--- src/rtl/spi_reg_pkg.sv ---
// Shared types and constants for the SPI register command sequencer.
// Holds the FSM state enum, command byte layout and status byte default.
package spi_reg_pkg;

    typedef enum logic [2:0] {
        IDLE,
        CMD,
        RD_REQ,
        RD_LOAD,
        RDATA,
        WDATA,
        DISCARD
    } state_e;

    localparam int CMD_RW_BIT   = 7;
    localparam int CMD_ADDR_MSB = 6;

    localparam logic [7:0] STATUS_BYTE_DEF = 8'hA5;

    function automatic logic addr_in_range(
        input int unsigned addr,
        input int unsigned num_regs
    );
        return addr < num_regs;
    endfunction

endpackage

--- src/rtl/spi_reg_ctrl_if.sv ---
// Byte stream from SPI_Slave plus register bank bus, as one bundle.
// master = the sequencer, slave = SPI_Slave / register bank side.
interface spi_reg_ctrl_if #(
    parameter int ADDR_W = 7
);

    logic              i_CS_n;
    logic              i_RX_DV;
    logic [7:0]        i_RX_Byte;
    logic              o_TX_DV;
    logic [7:0]        o_TX_Byte;
    logic [ADDR_W-1:0] o_Reg_Addr;
    logic              o_Reg_Wr_En;
    logic [7:0]        o_Reg_Wr_Data;
    logic              o_Reg_Rd_En;
    logic [7:0]        i_Reg_Rd_Data;
    logic              o_Busy;
    logic              o_Err;

    modport master (
        input  i_CS_n,
        input  i_RX_DV,
        input  i_RX_Byte,
        output o_TX_DV,
        output o_TX_Byte,
        output o_Reg_Addr,
        output o_Reg_Wr_En,
        output o_Reg_Wr_Data,
        output o_Reg_Rd_En,
        input  i_Reg_Rd_Data,
        output o_Busy,
        output o_Err
    );

    modport slave (
        output i_CS_n,
        output i_RX_DV,
        output i_RX_Byte,
        input  o_TX_DV,
        input  o_TX_Byte,
        input  o_Reg_Addr,
        input  o_Reg_Wr_En,
        input  o_Reg_Wr_Data,
        input  o_Reg_Rd_En,
        output i_Reg_Rd_Data,
        input  o_Busy,
        input  o_Err
    );

endinterface

--- src/rtl/spi_cs_edge.sv ---
// Chip-select edge detector: one-cycle frame start / frame end pulses.
// CS held low through reset does not count as a new frame.
module spi_cs_edge (
    input  logic i_Clk,
    input  logic i_Rst,
    input  logic i_CS_n,
    output logic o_Frame_Start,
    output logic o_Frame_End
);

    logic cs_q;
    logic cs_d;

    // Next value is simply the current chip-select level.
    always_comb begin
        cs_d = i_CS_n;
    end

    // Previous CS level; resets low so only a fresh falling edge starts a frame.
    always_ff @(posedge i_Clk or posedge i_Rst) begin
        if (i_Rst) begin
            cs_q <= 1'b0;
        end else begin
            cs_q <= cs_d;
        end
    end

    assign o_Frame_Start = cs_q & ~i_CS_n;
    assign o_Frame_End   = ~cs_q & i_CS_n;

endmodule

--- src/rtl/spi_reg_ctrl.sv ---
// SPI command sequencer: decodes R/W + address, drives register bus and MISO.
// Define SPI_REG_AUTOINC_EN for address auto-increment bursts.
module spi_reg_ctrl
    import spi_reg_pkg::*;
#(
    parameter int         NUM_REGS    = 16,
    parameter int         ADDR_W      = 7,
    parameter logic [7:0] STATUS_BYTE = STATUS_BYTE_DEF
) (
    input logic            i_Clk,
    input logic            i_Rst,
    spi_reg_ctrl_if.master bus
);

    localparam int unsigned NREGS = NUM_REGS;

    state_e            state_q,    state_d;
    logic [ADDR_W-1:0] addr_q,     addr_d;
    logic              tx_dv_q,    tx_dv_d;
    logic [7:0]        tx_byte_q,  tx_byte_d;
    logic [ADDR_W-1:0] reg_addr_q, reg_addr_d;
    logic              wr_en_q,    wr_en_d;
    logic [7:0]        wr_data_q,  wr_data_d;
    logic              rd_en_q,    rd_en_d;
    logic              busy_q,     busy_d;
    logic              err_q,      err_d;

    logic                  frame_start;
    logic                  frame_end;
    logic [CMD_ADDR_MSB:0] cmd_addr;
    logic                  cmd_wr;

    assign cmd_addr = bus.i_RX_Byte[CMD_ADDR_MSB:0];
    assign cmd_wr   = bus.i_RX_Byte[CMD_RW_BIT];

`ifdef SPI_REG_AUTOINC_EN
    logic [ADDR_W:0] addr_inc;
    assign addr_inc = {1'b0, addr_q} + 1'b1;
`endif

    spi_cs_edge u_cs_edge (
        .i_Clk         (i_Clk),
        .i_Rst         (i_Rst),
        .i_CS_n        (bus.i_CS_n),
        .o_Frame_Start (frame_start),
        .o_Frame_End   (frame_end)
    );

    // Next-state and registered-output logic for the command FSM.
    always_comb begin
        state_d    = state_q;
        addr_d     = addr_q;
        tx_dv_d    = 1'b0;
        tx_byte_d  = tx_byte_q;
        reg_addr_d = reg_addr_q;
        wr_en_d    = 1'b0;
        wr_data_d  = wr_data_q;
        rd_en_d    = 1'b0;
        err_d      = 1'b0;

        unique case (state_q)
            IDLE: begin
                if (frame_start) begin
                    state_d   = CMD;
                    addr_d    = '0;
                    tx_dv_d   = 1'b1;
                    tx_byte_d = STATUS_BYTE;
                end
            end
            CMD: begin
                if (bus.i_RX_DV) begin
                    addr_d = ADDR_W'(cmd_addr);
                    if (!addr_in_range(32'(cmd_addr), NREGS)) begin
                        err_d   = 1'b1;
                        state_d = DISCARD;
                    end else if (cmd_wr) begin
                        state_d = WDATA;
                    end else begin
                        state_d    = RD_REQ;
                        rd_en_d    = 1'b1;
                        reg_addr_d = ADDR_W'(cmd_addr);
                    end
                end
            end
            RD_REQ: begin
                state_d = RD_LOAD;
            end
            RD_LOAD: begin
                tx_byte_d = bus.i_Reg_Rd_Data;
                tx_dv_d   = 1'b1;
                state_d   = RDATA;
            end
            RDATA: begin
                if (bus.i_RX_DV) begin
`ifdef SPI_REG_AUTOINC_EN
                    // Next read must be prefetched now, so overflow errors here.
                    if (addr_in_range(32'(addr_inc), NREGS)) begin
                        addr_d     = addr_inc[ADDR_W-1:0];
                        reg_addr_d = addr_inc[ADDR_W-1:0];
                        rd_en_d    = 1'b1;
                        state_d    = RD_REQ;
                    end else begin
                        err_d   = 1'b1;
                        state_d = DISCARD;
                    end
`else
                    state_d = DISCARD;
`endif
                end
            end
            WDATA: begin
                if (bus.i_RX_DV) begin
`ifdef SPI_REG_AUTOINC_EN
                    // Writes flag overflow only when a byte lands past the end.
                    if (addr_in_range(32'(addr_q), NREGS)) begin
                        wr_en_d    = 1'b1;
                        wr_data_d  = bus.i_RX_Byte;
                        reg_addr_d = addr_q;
                        addr_d     = addr_inc[ADDR_W-1:0];
                    end else begin
                        err_d   = 1'b1;
                        state_d = DISCARD;
                    end
`else
                    wr_en_d    = 1'b1;
                    wr_data_d  = bus.i_RX_Byte;
                    reg_addr_d = addr_q;
                    state_d    = DISCARD;
`endif
                end
            end
            DISCARD: begin
                state_d = DISCARD;
            end
            default: begin
                state_d = IDLE;
            end
        endcase

        // Frame end wins: byte still processed, but no new load or read.
        if (frame_end) begin
            state_d   = IDLE;
            tx_dv_d   = 1'b0;
            tx_byte_d = tx_byte_q;
            rd_en_d   = 1'b0;
        end

        busy_d = (state_d != IDLE);
    end

    // State and output registers.
    always_ff @(posedge i_Clk or posedge i_Rst) begin
        if (i_Rst) begin
            state_q    <= IDLE;
            addr_q     <= '0;
            tx_dv_q    <= 1'b0;
            tx_byte_q  <= 8'h00;
            reg_addr_q <= '0;
            wr_en_q    <= 1'b0;
            wr_data_q  <= 8'h00;
            rd_en_q    <= 1'b0;
            busy_q     <= 1'b0;
            err_q      <= 1'b0;
        end else begin
            state_q    <= state_d;
            addr_q     <= addr_d;
            tx_dv_q    <= tx_dv_d;
            tx_byte_q  <= tx_byte_d;
            reg_addr_q <= reg_addr_d;
            wr_en_q    <= wr_en_d;
            wr_data_q  <= wr_data_d;
            rd_en_q    <= rd_en_d;
            busy_q     <= busy_d;
            err_q      <= err_d;
        end
    end

    assign bus.o_TX_DV       = tx_dv_q;
    assign bus.o_TX_Byte     = tx_byte_q;
    assign bus.o_Reg_Addr    = reg_addr_q;
    assign bus.o_Reg_Wr_En   = wr_en_q;
    assign bus.o_Reg_Wr_Data = wr_data_q;
    assign bus.o_Reg_Rd_En   = rd_en_q;
    assign bus.o_Busy        = busy_q;
    assign bus.o_Err         = err_q;

endmodule

--- src/flat_wrapper.sv ---
// flat-port wrapper written by rule: the top's interface ports become plain ports
module spi_reg_ctrl_flat import spi_reg_pkg::*;
#(
    parameter int         NUM_REGS    = 16,
    parameter int         ADDR_W      = 7,
    parameter logic [7:0] STATUS_BYTE = STATUS_BYTE_DEF
)
  (i_Clk, i_Rst, bus_i_CS_n, bus_i_RX_DV, bus_i_RX_Byte, bus_o_TX_DV, bus_o_TX_Byte, bus_o_Reg_Addr, bus_o_Reg_Wr_En, bus_o_Reg_Wr_Data, bus_o_Reg_Rd_En, bus_i_Reg_Rd_Data, bus_o_Busy, bus_o_Err);
  spi_reg_ctrl_if #(.ADDR_W(ADDR_W)) bus_i ();
  input logic i_Clk;
  input logic i_Rst;
  input wire logic [$bits(bus_i.i_CS_n)-1:0] bus_i_CS_n;
  input wire logic [$bits(bus_i.i_RX_DV)-1:0] bus_i_RX_DV;
  input wire logic [$bits(bus_i.i_RX_Byte)-1:0] bus_i_RX_Byte;
  output wire logic [$bits(bus_i.o_TX_DV)-1:0] bus_o_TX_DV;
  output wire logic [$bits(bus_i.o_TX_Byte)-1:0] bus_o_TX_Byte;
  output wire logic [$bits(bus_i.o_Reg_Addr)-1:0] bus_o_Reg_Addr;
  output wire logic [$bits(bus_i.o_Reg_Wr_En)-1:0] bus_o_Reg_Wr_En;
  output wire logic [$bits(bus_i.o_Reg_Wr_Data)-1:0] bus_o_Reg_Wr_Data;
  output wire logic [$bits(bus_i.o_Reg_Rd_En)-1:0] bus_o_Reg_Rd_En;
  input wire logic [$bits(bus_i.i_Reg_Rd_Data)-1:0] bus_i_Reg_Rd_Data;
  output wire logic [$bits(bus_i.o_Busy)-1:0] bus_o_Busy;
  output wire logic [$bits(bus_i.o_Err)-1:0] bus_o_Err;
  assign bus_i.i_CS_n = bus_i_CS_n;
  assign bus_i.i_RX_DV = bus_i_RX_DV;
  assign bus_i.i_RX_Byte = bus_i_RX_Byte;
  assign bus_o_TX_DV = bus_i.o_TX_DV;
  assign bus_o_TX_Byte = bus_i.o_TX_Byte;
  assign bus_o_Reg_Addr = bus_i.o_Reg_Addr;
  assign bus_o_Reg_Wr_En = bus_i.o_Reg_Wr_En;
  assign bus_o_Reg_Wr_Data = bus_i.o_Reg_Wr_Data;
  assign bus_o_Reg_Rd_En = bus_i.o_Reg_Rd_En;
  assign bus_i.i_Reg_Rd_Data = bus_i_Reg_Rd_Data;
  assign bus_o_Busy = bus_i.o_Busy;
  assign bus_o_Err = bus_i.o_Err;
  spi_reg_ctrl #(.NUM_REGS(NUM_REGS), .ADDR_W(ADDR_W), .STATUS_BYTE(STATUS_BYTE)) u_core (.i_Clk(i_Clk), .i_Rst(i_Rst), .bus(bus_i));
endmodule
--- config.mk ---
export PLATFORM = sky130hd
export DESIGN_NAME = spi_reg_ctrl_flat
export DESIGN_NICKNAME = d
export VERILOG_FILES = /design/src/rtl/spi_reg_pkg.sv /design/src/rtl/spi_reg_ctrl_if.sv /design/src/rtl/spi_cs_edge.sv /design/src/rtl/spi_reg_ctrl.sv /design/src/flat_wrapper.sv
export SDC_FILE = /design/constraint.sdc
export NUM_CORES = 1
export LEC_CHECK = 0
export BUFFER_PORTS_ARGS = -buffer_cell sky130_fd_sc_hd__buf_2
export CAP_MARGIN = 10
export CELL_PAD_IN_SITES_DETAIL_PLACEMENT = 1
export CELL_PAD_IN_SITES_GLOBAL_PLACEMENT = 2
export CORE_ASPECT_RATIO = 0.75
export CORE_UTILIZATION = 35
export CTS_CLUSTER_DIAMETER = 40
export DETAILED_ROUTE_END_ITERATION = 8
export PLACE_DENSITY_LB_ADDON = 0.1
export SKIP_CTS_REPAIR_TIMING = 1
export SLEW_MARGIN = 20
export SYNTH_ARGS = -nofsm -noshare
export SYNTH_HDL_FRONTEND = slang
export SYNTH_SLANG_ARGS = --single-unit
--- constraint.sdc ---
create_clock -name i_Clk -period 3.65 [get_ports i_Clk]
set_input_delay 0.365 -clock i_Clk [delete_from_list [all_inputs] [get_ports i_Clk]]
set_output_delay 0.365 -clock i_Clk [all_outputs]
set_load 0.05 [all_outputs]
=== Word level (Yosys, flattened, before mapping) ===
Cells that the tools add are included.

* Muxes and demuxes: 30
* Equal/unequal tests: 11
* $lt $le $gt $ge: 1
* Bitwise gates (word level): 5
* Reductions and logical operators: 10

{| class="wikitable"
|+ Operator list
! kind !! number
|-
| $mux W7 || 6
|-
| $pmux W7 S2 || 2
|-
| $mux W3 || 6
|-
| $pmux W3 S6 || 1
|-
| $pmux W8 S2 || 1
|-
| $mux W1 || 12
|-
| $eq A3 B3 Y1 const B || 3
|-
| $mux W8 || 1
|-
| $lt A7 B5 Y1 const B || 1
|-
| $eq A3 B2 Y1 const B || 2
|-
| $ne A2 B2 Y1 const B || 3
|-
| $reduce_and A3 Y1 || 2
|-
| $reduce_bool A2 Y1 || 3
|-
| $reduce_and A5 Y1 || 1
|-
| $ne A2 B1 Y1 const B || 2
|-
| $eq A3 B1 Y1 const B || 1
|-
| $logic_not A3 Y1 || 1
|-
| $not A1 Y1 || 3
|-
| $reduce_bool A3 Y1 || 1
|-
| $and A1 B1 Y1 || 2
|-
| $pmux W1 S2 || 1
|-
| $reduce_and A2 Y1 || 1
|-
| $reduce_or A2 Y1 || 1
|}

* Bits in registers: 39
* Bits of input ports: 20
* Output and inout bits: 28
* Logic and storage cells: 68

=== Logic depth before layout (Yosys ltp) ===
* Depth after elaboration: 6
* Depth in mapped cells: 6
* Gate-level depth less buffers: 5

=== By module ===
A second synthesis with hierarchy kept.

* Cell total of the unflattened synthesis: 142
* Area, all modules: 1,622.8 sq um

{| class="wikitable"
|+ By module, submodules not included
! module !! area each (sq um) !! cells an instance !! instances !! sequential area each (sq um)
|-
| spi_reg_ctrl || 1,579.0 || 138 || 1 || 950.9
|-
| spi_cs_edge || 43.8 || 4 || 1 || 25.0
|}

=== Worst setup path before layout ===
No wires, ideal clock.

* Kind: register -> register
* Start: register u_core.state_q[0]
* End: register u_core.addr_q[0]
* Cell stages (with the launch flop): 6
* Library setup time: 117 ps
* Path buffers: 1
* Required time: 3,533 ps
* Path slack: 2,170 ps
* Clock period less this slack: 1,480 ps
* Arrival time: 1,362 ps
* Cells stage by stage: dfrtp_1 -> or3b_4 -> a211o_1 -> buf_6 -> nand2_1 -> o21ai_2

* Longest elaborated chain between the ends: 3
* Elaborated cells between the ends (all ways): 7
* Classes of those cells: eq/ne (3); mux (1); reduce/logical (3)

{| class="wikitable"
|+ RTL lines
! what !! line !! RTL
|-
| from (decl) || spi_reg_ctrl.sv:17 || <nowiki>state_e state_q, state_d;</nowiki>
|-
| from (signal assigned) || spi_reg_ctrl.sv:165 || <nowiki>state_q <= state_d;</nowiki>
|-
| $eq A3 B1 Y1 or $logic_not A3 Y1 (tied branches) || spi_reg_ctrl.sv:61 || <nowiki>unique case (state_q)</nowiki>
|-
| $ne A2 B2 Y1 (no line), or another cell as far along || n/a ||
|-
| $reduce_and A3 Y1 (no line) || n/a ||
|-
| to (signal assigned) || spi_reg_ctrl.sv:166 || <nowiki>addr_q <= addr_d;</nowiki>
|-
| to (decl) || spi_reg_ctrl.sv:18 || <nowiki>logic [ADDR_W-1:0] addr_q, addr_d;</nowiki>
|}

Several ways; a longest one is shown, not always the timed one.
A chain may end at the register's enable or synchronous reset.

=== Worst setup path after layout ===
* Start: register u_core.state_q[0]
* End: register u_core.addr_q[6]

The elaborated chain is that of the path after synthesis.

==> run metrics <==
number of distinct library cells after synthesis=31; drt wl/cell=14.3 um; Async S/R FF share, synth=1.00; WL final=3550 um; initial DRC count=45; worst setup margin=1.87 ns; pin count of the biggest net entering global routing=40; crit path kind=flop to flop; n_diodes=0; Comb power frac=0.487; pre-CTS setup slack=1.61 ns; latest clock arrival within the worst-skew pair=0.28 ns; CP endpoint kind=flop; number of nets in the layout=210; initial antenna violation count=0; Post-DRT Antenna Nets=0; Synth Flop Type=dfrtp_1; most frequent cell after synthesis=dfrtp_1; Total Power=1970 uW; vias after detailed routing=1,198; Slowest-stage cell, CP=a211o_1; Avg Cell Area, Syn=11.8 um2; Syn-to-layout area delta=21.1%; Synth area leaders=dfrtp_1 (58%), nand2_1 (5.6%), mux2_2 (5.4%); TritonCTS clock tree=built; GRT busiest layer=met1; dpl hpwl=2730 um; setup TNS=0 ns; Synth area leader=dfrtp_1; routing usage on met3=0.0453; FF-to-FF Start=u_core.state_q[0]$_DFF_PP0_; Num CTS Buffers=5; CP Launch Type=flop; std cell rows=21; EDFF count, synth=0; total placed instance area=1940 um2; worst hold-check path type=primary input to async pin; Initial Util=0.369; worst r2r path cells=4; part of the cycle the worst path needs=0.488; syn_nets=161; First-pass DRT Iterations=3; Psw=959 uW; grt met1 use=0.239; clock share of power=0.137; vias in the first global route=1,153; worst-path fanout max=14; Pleak=0.00101 uW; CP top delay family=simple AND/OR/NAND/NOR gates; Clock Skews=0.00635 ns; Syn Inst Count=141; Critical Path, Cell by Cell=or3b_4, a211o_1, nand2_1, o21ai_2; fin crit period=1.78 ns; setup violators final=0; I/O Pins=48; area of the die=5050 um2; worst r2r dst=u_core.addr_q[6]$_DFFE_PP0P_; final instance area=2020 um2; Slew Viols, Final=0; Slew headroom=0.463; Clock Path Buffers=2; total number of yosys warnings=0; total track usage=0.159; fmax=0.562 GHz; Worst EP arrival=1.94 ns; core area=4520 um2; dpl cells=240; Req. time, crit path=3.81 ns; worst reg-to-reg setup slack=1.87 ns; global route overflow=0; Synth top area share=0.585; pwr/cell area=974 nW/um2; Hold Vio Cnt, Final=0; max_cap viols=0; Seq pwr share=0.376; met2 GRT Util=0.214; DRC Markers=0; Die Wd=81.7 um; Internal=1010 uW; Root Driver=clkbuf_8; Synth Register Bits=39; synth cell count leaders=dfrtp_1 (39), nand2_1 (25), o21ai_0 (9); layout cells sized above 1=0.372; register area share after synthesis=0.585; Buf+Inv Stages, Crit Path=0; max incr delay on CP=0.50 ns; Post-Syn Area=1670 um2; H-tree levels=2; run status=finished clean; die height=61.8 um; worst ir drop on vdd=0.457 mV; Clock Sinks=39; first-pass GRT wire length=5780 um; Final GP Congestion=0.699; Sw Ratio=0.487; measured slew at the worst slew-check pin=0.800 ns; RSZ-0062 raised after global routing=no; Clock transition at path regs=0.07 ns; Non-Filler Instances=248; vias per std cell=4.83; PortBufs=47
worst min-delay path, delay by kind of cell:
family                 cells  cell delay [ns]
buffers and inverters      3             0.55
final cells by class:
type,instances,area [um2]
Fill cell,511,2500
Sequential cell,39,976
Multi-Input combinational cell,93,639
Timing Repair Buffer,48,243
Clock buffer,7,76.3
Tap cell,57,71.3
Inverter,3,11.3
Clock inverter,1,5.00
layout by cell type, fill, tap and decap left out, drive strengths merged, types with 3 or more instances in the layout:
master / n
buf: 48
o21ai: 16
dfrtp: 39
nor3: 4
clkbuf: 7
nand2b: 4
a22o: 4
mux2: 8
o22a: 4
inv: 3
nor3b: 3
mux2i: 7
nand2: 25
routing by layer:
layer	routed length [um]	vias to the layer above
met1	1910	562
met3	208	5
met2	1400	36
met5	0	-
li1	-	595
met4	36	0
per-stage QoR:
step / hold WS [ns] / util
after floorplan: 0.396 / -
after global placement: 0.461 / 0.429
after detailed placement: 0.474 / 0.429
after CTS: 0.206 / 0.447
after global routing: 0.232 / 0.447
final: 0.194 / 0.447
registers in the layout, summed over array words and instances, names as in the netlist:
signal / flops
u_core.bus.o_Reg_Addr: 7
u_core.bus.o_Reg_Rd_En: 1
u_core.bus.o_TX_Byte: 8
u_core.bus.o_Err: 1
u_core.state_q: 3
u_core.bus.o_Reg_Wr_En: 1
u_core.u_cs_edge.cs_q: 1
u_core.bus.o_Busy: 1
u_core.addr_q: 7
u_core.bus.o_Reg_Wr_Data: 8
u_core.bus.o_TX_DV: 1
worst max-delay path by stage:
stage / to / from / cells after the start
after floorplan: u_core.addr_q[0]$_DFFE_PP0P_ / u_core.state_q[0]$_DFF_PP0_ / 5
after global placement: u_core.bus.o_Reg_Addr[0]$_DFFE_PP0P_ / u_core.state_q[2]$_DFF_PP0_ / 2
after detailed placement: u_core.bus.o_Reg_Addr[5]$_DFFE_PP0P_ / u_core.state_q[2]$_DFF_PP0_ / 2
after CTS: u_core.bus.o_Reg_Addr[5]$_DFFE_PP0P_ / u_core.state_q[2]$_DFF_PP0_ / 2
after global routing: u_core.bus.o_Reg_Addr[5]$_DFFE_PP0P_ / u_core.state_q[2]$_DFF_PP0_ / 2
final: u_core.addr_q[6]$_DFFE_PP0P_ / u_core.state_q[0]$_DFF_PP0_ / 4
kinds of logic after synthesis:
| kind of cell | count (synthesis) | synth area share |
|---|---|---|
| compound gates | 30 | 0.124 |
| buf+inv | 9 | 0.0322 |
| flops | 39 | 0.585 |
| simple gates | 48 | 0.163 |
| mux | 15 | 0.0960 |
power groups by stage:
stage | sequential, uW | clock (uW) | combinational, uW
after floorplan | 1180 | 0 | 324
after global placement | 739 | 0 | 961
after detailed placement | 752 | 0 | 970
after CTS | 745 | 283 | 972
after global routing | 771 | 300 | 1030
final | 741 | 269 | 959
No activity file was read; power rests on OpenSTA's default activity.
